==> config.mk <==
export PLATFORM = sky130hd
export DESIGN_NAME = bus_master_if
export DESIGN_NICKNAME = d
export VERILOG_FILES = /design/src/rtl/bus_master_if_pkg.sv /design/src/rtl/bus_master_if.sv
export SDC_FILE = /design/constraint.sdc
export NUM_CORES = 1
export LEC_CHECK = 0
export ABC_AREA = 1
export CAP_MARGIN = 20
export CORE_ASPECT_RATIO = 1.1
export CORE_MARGIN = 4
export CORE_UTILIZATION = 37
export DETAILED_ROUTE_END_ITERATION = 7
export PLACE_DENSITY = 0.86
export SLEW_MARGIN = 5
export SYNTH_ARGS = -nofsm -noshare
export SYNTH_HDL_FRONTEND = slang
export SYNTH_SLANG_ARGS = --single-unit
==> constraint.sdc <==
create_clock -name clk -period 1.3 [get_ports clk]
set_input_delay 0.195 -clock clk [delete_from_list [all_inputs] [get_ports clk]]
set_output_delay 0.195 -clock clk [all_outputs]
set_load 0.05 [all_outputs]
==> src/rtl/bus_master_if_pkg.sv <==
// Shared bus definitions for the 4-channel arbitrated bus.
// Holds the master interface state encoding, read/write and
// active-low enable levels, and the word address/data bus widths.
package bus_master_if_pkg;

   localparam int WORD_ADDR_W   = 30;
   localparam int WORD_DATA_W   = 32;
   localparam int BUS_MASTER_CH = 4;

   typedef logic [WORD_ADDR_W-1:0] word_addr_bus_t;
   typedef logic [WORD_DATA_W-1:0] word_data_bus_t;

   localparam logic READ     = 1'b1;
   localparam logic WRITE    = 1'b0;
   localparam logic ENABLE_  = 1'b0;
   localparam logic DISABLE_ = 1'b1;

   typedef enum logic [1:0] {
      BUS_IF_STATE_IDLE   = 2'd0,
      BUS_IF_STATE_REQ    = 2'd1,
      BUS_IF_STATE_ACCESS = 2'd2,
      BUS_IF_STATE_WAIT   = 2'd3
   } bus_if_state_e;

endpackage

==> src/rtl/bus_master_if.sv <==
// Master side of the arbitrated bus. Turns a one-cycle core access
// strobe into request / grant / address strobe / ready, stalls the
// pipeline through busy and returns registered read data.
// Optional build macro BUS_MASTER_TIMEOUT_EN adds an ACCESS timeout
// that aborts the transfer with a bus_err pulse and all-ones read data.
module bus_master_if
   import bus_master_if_pkg::*;
#(
   parameter int ADDR_W      = WORD_ADDR_W,
   parameter int DATA_W      = WORD_DATA_W,
   parameter int TIMEOUT_CYC = 255
)(
   input  logic              clk,
   input  logic              reset,
   input  logic              stall,
   input  logic              flush,
   input  logic              as_,
   input  logic              rw,
   input  logic [ADDR_W-1:0] addr,
   input  logic [DATA_W-1:0] wr_data,
   output logic [DATA_W-1:0] rd_data,
   output logic              busy,
   output logic              bus_err,
   output logic              bus_req_,
   input  logic              bus_grnt_,
   output logic [ADDR_W-1:0] bus_addr,
   output logic              bus_as_,
   output logic              bus_rw,
   output logic [DATA_W-1:0] bus_wr_data,
   input  logic [DATA_W-1:0] bus_rd_data,
   input  logic              bus_rdy_
);

   bus_if_state_e state;

`ifdef BUS_MASTER_TIMEOUT_EN
   localparam int CNT_W = (TIMEOUT_CYC < 1) ? 1 : $clog2(TIMEOUT_CYC + 1);
   localparam logic [CNT_W-1:0] TO_LAST = CNT_W'(TIMEOUT_CYC - 1);
   logic [CNT_W-1:0] to_cnt;
`else
   assign bus_err = 1'b0;
`endif

   // Busy goes high in the strobe cycle itself so the core stalls at once
   always_comb begin
      busy = 1'b0;
      case (state)
         BUS_IF_STATE_IDLE:   busy = ~as_ & ~flush;
         BUS_IF_STATE_REQ:    busy = 1'b1;
         BUS_IF_STATE_ACCESS: busy = 1'b1;
         default:             busy = 1'b0;
      endcase
   end

   // Transfer sequencer: all bus-facing outputs are registered here
   always_ff @(posedge clk or negedge reset) begin
      if (!reset) begin
         state       <= BUS_IF_STATE_IDLE;
         bus_req_    <= DISABLE_;
         bus_as_     <= DISABLE_;
         bus_rw      <= READ;
         bus_addr    <= '0;
         bus_wr_data <= '0;
         rd_data     <= '0;
`ifdef BUS_MASTER_TIMEOUT_EN
         to_cnt      <= '0;
         bus_err     <= 1'b0;
`endif
      end else begin
`ifdef BUS_MASTER_TIMEOUT_EN
         bus_err <= 1'b0;
`endif
         case (state)
            BUS_IF_STATE_IDLE: begin
               if (as_ == ENABLE_ && !flush) begin
                  bus_addr    <= addr;
                  bus_rw      <= rw;
                  bus_wr_data <= wr_data;
                  bus_req_    <= ENABLE_;
                  state       <= BUS_IF_STATE_REQ;
               end
            end
            BUS_IF_STATE_REQ: begin
               if (flush) begin
                  bus_req_ <= DISABLE_;
                  state    <= BUS_IF_STATE_IDLE;
               end else if (bus_grnt_ == ENABLE_) begin
                  bus_as_ <= ENABLE_;
                  state   <= BUS_IF_STATE_ACCESS;
`ifdef BUS_MASTER_TIMEOUT_EN
                  to_cnt  <= '0;
`endif
               end
            end
            BUS_IF_STATE_ACCESS: begin
               bus_as_ <= DISABLE_;
               if (bus_rdy_ == ENABLE_) begin
                  bus_req_ <= DISABLE_;
                  if (bus_rw == READ) begin
                     rd_data <= bus_rd_data;
                  end
                  state <= BUS_IF_STATE_WAIT;
               end
`ifdef BUS_MASTER_TIMEOUT_EN
               else if (to_cnt == TO_LAST) begin
                  bus_req_ <= DISABLE_;
                  bus_err  <= 1'b1;
                  rd_data  <= '1;
                  state    <= BUS_IF_STATE_WAIT;
               end else begin
                  to_cnt <= to_cnt + 1'b1;
               end
`endif
            end
            BUS_IF_STATE_WAIT: begin
               if (!stall) begin
                  state <= BUS_IF_STATE_IDLE;
               end
            end
            default: state <= BUS_IF_STATE_IDLE;
         endcase
      end
   end

endmodule

==> results of run 1 <==
## critical path, delay by kind of cell, from the launching register on
kind,cells,cell delay (ns)
AOI/OAI and AO/OA,1,0.13
adders and majority gates,1,0.20
buffers and inverters,2,0.32
DFF,1,0.41
## Yosys cell counts
cell / instances
nor2_1: 1
a21oi_1: 1
nand4_1: 1
nor2_2: 3
buf_4: 2
buf_6: 11
ha_1: 7
nand2_1: 172
conb_1: 1
nand3b_4: 1
o21ai_1: 17
nand3_1: 68
nand2_2: 1
dfrtp_1: 96
dfstp_2: 3
buf_2: 14
inv_1: 41
o21ai_0: 19
## path summary, 6_finish.rpt
| check | cells past startpoint | slack (ns) | to | from |
|---|---|---|---|---|
| setup / recovery | 4 | -0.29 | busy | state[0] |
| hold / removal | 3 | 0.39 | rd_data[20] | bus_rd_data[20] |
| setup reg to reg | 9 | -0.25 | rd_data[24] | state[0] |
| hold reg to reg | 2 | 0.53 | bus_rw | bus_rw |
| max in group asynchronous | 3 | 0.43 | bus_as_ | reset |
| min in group asynchronous | 3 | 0.42 | bus_wr_data[20] | reset |
## layout make-up
class,count,share of cell area
tap,147,0.02062
sequential,99,0.2783
timing repair buffer,249,0.4296
clock inverter,6,0.01094
clock buffer,10,0.02679
multi-input combinational,292,0.2163
inverter,41,0.01753
## sequential cells by signal, indices dropped and copies added, names as in the netlist, named ones only
register / flops
bus_as_: 1
rd_data: 32
bus_addr: 30
state: 1
bus_req_: 1
bus_wr_data: 32
bus_rw: 1
## power groups by stage
stage | Sequential (mW) | Combinational, mW | Clock (mW)
6_report | 6.47 | 17.7 | 3.00
5_1_grt | 6.66 | 18.3 | 3.17
4_1_cts | 6.33 | 16.2 | 3.00
3_5_place_dp | 6.27 | 14.8 | 0
3_3_place_gp | 6.16 | 14.5 | 0
2_1_floorplan | 10.4 | 2.38 | 0
## routing by layer
layer	track usage	vias to the layer above	part of all wire
li1	-	1906	-
met1	0.2675	2174	0.35
met2	0.4359	185	0.55
met3	0.04715	56	0.047
met4	0.1255	0	0.053
met5	0	-	0
## through the flow
stage	hold slack [ns]	util	TNS (ns)	worst slack [ns]	std cells
floorplan	-0.1006	-	-1.362	-0.1229	459
global placement	0.2176	0.6678	-7.634	-0.1565	795
detailed placement	0.2269	0.6678	-14.30	-0.2508	795
CTS	0.3771	0.7655	-8.349	-0.2932	839
global route	0.3970	0.8139	-17.56	-0.3568	844
finish	0.3851	0.8139	-12.01	-0.2937	844
## timing repair
action	CTS	global route
setup buffers	17	4
gates cloned	10	5
hold buffers	1	0
gates resized for setup	107	95
pin swaps	10	16
hold endpoints to repair	96	0
endpoints found under the setup margin	82	100
## kinds of logic after synthesis
family          synth area share
compound gates           0.04450
other cells            0.0009011
buf+inv                  0.08719
flops                     0.5962
simple gates              0.2502
fa+ha+maj                0.02105
==> results.txt, run 1 <==
status: finished, violations left
failing checks: setup timing
Distinct cells, synth: 18
remaining antenna violation count: 0
Filler cells: 529
drt total wl: 17190 µm
Pwr Density: 3042 nW/µm²
layout cell share with drive strength beyond 1: 0.4118
die height: 119.2 µm
P_leak: 4.235 nW
CP Launch Type: flop
Starting Density: 0.3797
residual DRC count: 0
Vias: 4321
die area: 13010 µm²
DR pass1 iterations: 4
CP peak stage delay: 0.41 ns
commonest non-fill, non-tap cell in the layout: nand2_1
WP data required: 1.11 ns
fmax: 627.5 MHz
Data arrival, critical path: 1.40 ns
Logic pwr share: 0.651
Synth Instances: 459
H-tree levels: 3
vias in the first global route: 4562
area of the core: 10960 µm²
Sw Ratio: 0.4516
Tmin final: 1.594 ns
GP Congestion: 0.8488
pin count of the biggest net entering global routing: 64
synth top area cells: dfrtp_1 (58%), nand2_1 (16%), nand3_1 (8.2%), inv_1 (3.7%), buf_6 (3.0%)
Root Buffer: clkbuf_16
Worst VDD drop: 1.918 mV
clk slew on worst S/H paths: 0.07 ns
Critical Path Fanout Max: 7
NetSw: 12.26 mW
RSZ-0062 raised after global routing: yes
I/O pins: 201
Synth area leader: dfrtp_1
commonest cells after routing, fill and taps aside: nand2_1 (133), buf_12 (113), clkdlybuf4s50_1 (100)
register share of total power: 0.238
Layout Nets: 801
initial antenna violation count: 0
Final Cycle Share: 1.226
Syn Area/Cell: 9.066 µm²
Die Span X: 109.1 µm
sequential standard cell area: 2482 µm²
GRT Resource Usage Total: 0.2434
Ant. Diodes: 0
final hold vios: 0
GRT overflow: 0
Max Cap Violations: 0
fin. max-slew vios: 0
first-pass GRT wire length: 24090 µm
post-detail-place hpwl: 9880 µm
Multi-input gate area: 1929 µm²
Layout area overhead: 114.4%
Sink Count: 99
CTS tree: built
crit-path cells: buf_4 -> ha_2 -> a21oi_4 -> buf_12
Post-Syn Area: 4161 µm²
register area share after synthesis: 0.5962
YS warnings: 0
CTS buffer count: 9
critical path class: reg -> out
clock power share: 0.110
HP Class: in -> reg
setup ws final: -0.2937 ns
Iteration-0 DRC Markers: 238
Clock Latency Late Sink: 0.34 ns
Internal: 14.88 mW
Final Cell Area: 8921 µm²
CP max stage cell: dfrtp_2
vias per cell: 5.120
Clock Path Buffers: 2
Tot Pwr: 27.14 mW
final setup vio count: 98
Post-Syn Nets: 568
Setup Skew: 0.007290 ns
post-synth top area share: 0.5773
crit end category: output pin
IO buf count: 199
DR WL/cell: 20.36 µm
Row Count: 40
post-synthesis register bit count: 99
DP Area: 7320 µm²
(Power assumes the default switching activity.)
==> run 2: changes to the inputs <==
--- a/config.mk
+++ b/config.mk
@@ -7,7 +7,7 @@
 export LEC_CHECK = 0
 export ABC_AREA = 1
 export CAP_MARGIN = 20
-export CORE_ASPECT_RATIO = 1.1
+export CORE_ASPECT_RATIO = 0.75
 export CORE_MARGIN = 4
 export CORE_UTILIZATION = 37
 export DETAILED_ROUTE_END_ITERATION = 7
==> run 2 against run 1 <==
  * The flow still finishes with violations (setup timing)
  * Via count decreased by 3.1%
  * Clock-buffer cell count is 1 higher
  * Die area is 0.12% higher
  * Sequential power decreased by 2%
  * Sequential share of layout area increased by 2.3 points
  * Core utilization down 6.0 points
  * Sequential cell count unchanged
  * Non-clock buffer count shrank 8
  * Critical path depth is 1 higher
  * Cell count shrank 1.7%
  * Critical path type unchanged
  * Largest cell class unchanged
  * Largest power group unchanged
  * Highest routed layer unchanged
==> results.txt, run 2 (synthesis results as in run 1) <==
status: finished, violations left
failing checks: setup timing
commonest cells after routing, fill and taps aside: nand2_1 (164), buf_12 (108), clkdlybuf4s50_1 (100)
vias in the first global route: 4488
area of the core: 10940 µm²
post-detail-place hpwl: 10380 µm
Setup Skew: 0.009979 ns
TNS Setup: -9.029 ns
layout cell share with drive strength beyond 1: 0.2783
Iteration-0 DRC Markers: 208
remaining antenna violation count: 0
Row Count: 33
first-pass GRT wire length: 24440 µm
HP Class: in -> reg
hold endpoint: rd_data[20]
commonest non-fill, non-tap cell in the layout: nand2_1
I/O pins: 201
GP Congestion: 0.8646
NetSw: 11.45 mW
IO buf count: 199
drt total wl: 15920 µm
GRT Resource Usage Total: 0.2421
R2R setup slack: -0.27 ns
HP Start: bus_rd_data[20]
setup ws final: -0.3072 ns
cells on worst reg2reg path: 9
DP Area: 7328 µm²
DR WL/cell: 19.17 µm
sequential standard cell area: 2482 µm²
critical path class: reg -> out
worst reg2reg path endpoint: rd_data[8]
clock power share: 0.112
Layout Nets: 794
RSZ-0062 raised after global routing: yes
Final Cell Area: 8253 µm²
final setup vio count: 96
Sink Count: 99
Tot Pwr: 25.40 mW
Sw Ratio: 0.4508
Critical Path Fanout Max: 3
pin count of the biggest net entering global routing: 53
DR pass1 iterations: 4
hold depth: 3
Vias: 4187
hold slack: 0.4082 ns
fin. max-slew vios: 0
Clock Latency Late Sink: 0.33 ns
Logic pwr share: 0.639
WP data required: 1.11 ns
final hold vios: 0
Max Cap Violations: 0
Worst VDD drop: 1.876 mV
final core utilization: 0.7543
Pwr Density: 3078 nW/µm²
initial antenna violation count: 0
Layout area overhead: 98.32%
Final Cycle Share: 1.236
Root Buffer: clkbuf_16
die height: 99.85 µm
H-tree levels: 3
final std cells w/o fill: 830
fmax: 622.2 MHz
Ant. Diodes: 0
biggest regs: bus_wr_data x32, rd_data x32, bus_addr x30
Die Span X: 130.5 µm
Tmin final: 1.607 ns
Multi-input gate area: 1469 µm²
die area: 13030 µm²
register share of total power: 0.248
Reg-to-Reg Start: state[0]
crit end category: output pin
residual DRC count: 0
Cells after DPL: 787
vias per cell: 5.045
Clock Path Buffers: 2
P_leak: 4.078 nW
CTS buffer count: 9
CP Launch Type: flop
Internal: 13.95 mW
Filler cells: 659
Starting Density: 0.3803
DP Worst Slack: -0.2112 ns
GRT overflow: 0
Data arrival, critical path: 1.41 ns
CTS tree: built
clk slew on worst S/H paths: 0.07 ns
## run 2: changes by cell type in the layout (fill, tap and decap cells not counted), sizes merged
cell	previous run	this run
buf	143	138
clkbuf	15	12
clkinv	3	1
bufbuf	0	1
clkinvlp	0	1
nand3b	1	2
## run 2: area by class of cell
cell class                 count  area share
clock buffer                  11     0.02820
clock inverter                 5     0.01031
inverter                      41     0.01925
multi-input combinational    293      0.1780
sequential                    99      0.3008
tap                          140     0.02122
timing repair buffer         241      0.4422
## run 2: what timing repair did
item / 4_1_cts / 5_1_grt
buffers inserted: 13 / 3
hold endpoints to repair: 96 / 0
endpoints found under the setup margin: 40 / 87
gates cloned: 10 / 1
resized for setup: 43 / 21
pin swaps: 10 / 6
hold buffers: 1 / 0
## run 2: metal layers
| layer | wire length, µm | share of wire | up-vias | track usage |
|---|---|---|---|---|
| met5 | 0 | 0 | - | 0 |
| met4 | 328 | 0.021 | 0 | 0.06561 |
| met3 | 1366 | 0.086 | 29 | 0.06649 |
| met2 | 8172 | 0.51 | 192 | 0.4247 |
| met1 | 6047 | 0.38 | 2065 | 0.2944 |
| li1 | - | - | 1901 | - |
## run 2: power by group through the flow
| stage | Clock (mW) | Sequential [mW] | Combinational, mW |
|---|---|---|---|
| after floorplan | 0 | 10.4 | 2.38 |
| after global placement | 0 | 6.17 | 14.6 |
| after detailed placement | 0 | 6.30 | 14.9 |
| after CTS | 2.90 | 6.28 | 15.9 |
| after global routing | 3.05 | 6.47 | 16.9 |
| final | 2.85 | 6.31 | 16.2 |
## run 2: critical path, cell delays in order (launching register included)
cell	delay [ns]
dfrtp_1	0.40
inv_2	0.07
ha_4	0.28
inv_4	0.04
a21oi_4	0.13
buf_12	0.15
## run 2: worst max path at each step
stage / from / endpoint / slack [ns]
final: flop / busy / -0.31
after global routing: flop / busy / -0.35
after CTS: state[0] / busy / -0.32
after detailed placement: as_ / busy / -0.21
after global placement: as_ / busy / -0.17
after floorplan: state[0] / busy / -0.12
==> run 3: changes to the inputs <==
--- a/config.mk
+++ b/config.mk
@@ -6,12 +6,12 @@
 export NUM_CORES = 1
 export LEC_CHECK = 0
 export ABC_AREA = 1
-export CAP_MARGIN = 20
+export CAP_MARGIN = 30
 export CORE_ASPECT_RATIO = 0.75
 export CORE_MARGIN = 4
 export CORE_UTILIZATION = 37
 export DETAILED_ROUTE_END_ITERATION = 7
-export PLACE_DENSITY = 0.86
+export PLACE_DENSITY = 0.83
 export SLEW_MARGIN = 5
 export SYNTH_ARGS = -nofsm -noshare
 export SYNTH_HDL_FRONTEND = slang
==> run 3 against run 2 <==
  * The run still ends with setup timing left
  * Critical path depth is 4 higher
  * Non-clock buffer count is 1 higher
  * Worst setup slack worse by 0.021 ns
  * Power is 0.27% lower
  * Register-to-register slack worse by 0.06 ns
  * Critical path type is now reg -> reg
  * Critical endpoint is now rd_data[0]
  * Largest cell class unchanged
==> results.txt, run 3 (synthesis results as in run 1) <==
Cells after DPL: 789
first-pass GRT wire length: 21970 µm
CTS tree: built
drt total wl: 15110 µm
die height: 99.85 µm
Filler cells: 674
vias in the first global route: 4290
Setup Skew: 0.004718 ns
Root Buffer: clkbuf_16
DP Area: 7356 µm²
NetSw: 11.49 mW
final std cells w/o fill: 830
residual DRC count: 0
I/O pins: 201
Clock Path Buffers: 2
commonest non-fill, non-tap cell in the layout: nand2_1
TNS Setup: -12.36 ns
Data arrival, critical path: 1.85 ns
RSZ-0062 raised after global routing: yes
area of the core: 10940 µm²
Ant. Diodes: 0
Layout Nets: 794
setup ws final: -0.3281 ns
clk slew on worst S/H paths: 0.07 ns
Max Cap Violations: 0
Pwr Density: 3067 nW/µm²
Final Cycle Share: 1.252
WP data required: 1.52 ns
GRT overflow: 0
Starting Density: 0.3803
vias per cell: 4.990
critical path class: reg -> reg
fin. max-slew vios: 0
clock power share: 0.110
DR pass1 iterations: 4
post-detail-place hpwl: 9908 µm
Clock Latency Late Sink: 0.34 ns
Critical Path Fanout Max: 8
final setup vio count: 99
Sw Ratio: 0.4536
Tmin final: 1.628 ns
Tot Pwr: 25.33 mW
layout cell share with drive strength beyond 1: 0.3130
Final Cell Area: 8259 µm²
failing checks: setup timing
register share of total power: 0.250
final hold vios: 0
die area: 13030 µm²
GP Congestion: 0.8764
Die Span X: 130.5 µm
status: finished, violations left
Reg-to-Reg Start: state[0]
Worst VDD drop: 1.551 mV
final core utilization: 0.7548
Vias: 4142
CTS buffer count: 9
commonest cells after routing, fill and taps aside: nand2_1 (149), buf_12 (107), clkdlybuf4s50_1 (100)
GRT Resource Usage Total: 0.2165
DR WL/cell: 18.20 µm
pin count of the biggest net entering global routing: 64
Iteration-0 DRC Markers: 169
Sink Count: 99
fmax: 614.2 MHz
biggest regs: bus_wr_data x32, rd_data x32, bus_addr x30
Layout area overhead: 98.47%
crit path launch: state[0]
HP Start: rw
Internal: 13.84 mW
initial antenna violation count: 0
Row Count: 33
P_leak: 4.040 nW
remaining antenna violation count: 0
CP Launch Type: flop
H-tree levels: 3
Logic pwr share: 0.641
crit end category: flop
HP Class: in -> reg
IO buf count: 199
==> run 3: cell types whose count changed in the layout (fill, tap and decap cells not counted), moves of 4 or more <==
| cell | before | now |
|---|---|---|
| nand2_1 | 164 | 149 |
| nand2_2 | 7 | 18 |
| buf_6 | 7 | 13 |
| o21ai_2 | 8 | 14 |
| o21ai_0 | 5 | 0 |
| buf_16 | 8 | 4 |
| nand2_4 | 2 | 6 |
==> run 3: layout make-up <==
class	count	area [µm²]	area share
inverters	41	153.9	0.01863
well taps	140	175.2	0.02121
repair buffers	242	3590	0.4346
clock inverters	6	71.32	0.008635
clock buffers	10	239.0	0.02893
flip-flops and latches	99	2482	0.3006
multi-input cells	292	1548	0.1874
==> run 3: timing repair <==
item,CTS,global route
endpoints found under the hold margin,96,0
buffers inserted,10,8
gates cloned,5,4
hold buffers,1,0
resized for setup,64,41
pin swaps,7,10
endpoints found under the setup margin,47,95
==> run 3: critical path, stage by stage (launching register included) <==
cell and delay, ns:
dfrtp_2 0.42, inv_2 0.08, buf_4 0.11, buf_6 0.10, ha_4 0.16, nand3b_4 0.19
buf_6 0.18, buf_12 0.13, nand2_1 0.07, o21ai_1 0.07
==> run 3: metrics by stage <==
stage                     setup slack, ns  hold slack (ns)
after floorplan                   -0.1229          -0.1006
after global placement            -0.1601           0.2170
after detailed placement          -0.2196           0.2272
after CTS                         -0.3060           0.3701
after global routing              -0.3603           0.3812
final                             -0.3281           0.3806
==> run 3: worst paths after layout <==
path | end | slack [ns] | cells after the start
setup / recovery | rd_data[0] | -0.33 | 9
hold / removal | bus_rw | 0.38 | 3
setup reg to reg | rd_data[0] | -0.33 | 9
hold reg to reg | bus_as_ | 0.50 | 2
max in group asynchronous | bus_as_ | 0.60 | 3
min in group asynchronous | bus_addr[6] | 0.41 | 3
==> run 3: power by group through the flow <==
stage,sequential (mW),combinational (mW),clock (mW)
2_1_floorplan,10.4,2.38,0
3_3_place_gp,6.18,14.6,0
3_5_place_dp,6.29,14.9,0
4_1_cts,6.28,15.8,2.82
5_1_grt,6.48,16.9,2.95
6_report,6.32,16.2,2.78
==> run 3: metal layers <==
metal | part of all wire | global-route usage | up-vias
li1 | - | - | 1888
met1 | 0.37 | 0.2569 | 2027
met2 | 0.51 | 0.3794 | 200
met3 | 0.098 | 0.06702 | 27
met4 | 0.018 | 0.06245 | 0
met5 | 0 | 0 | -
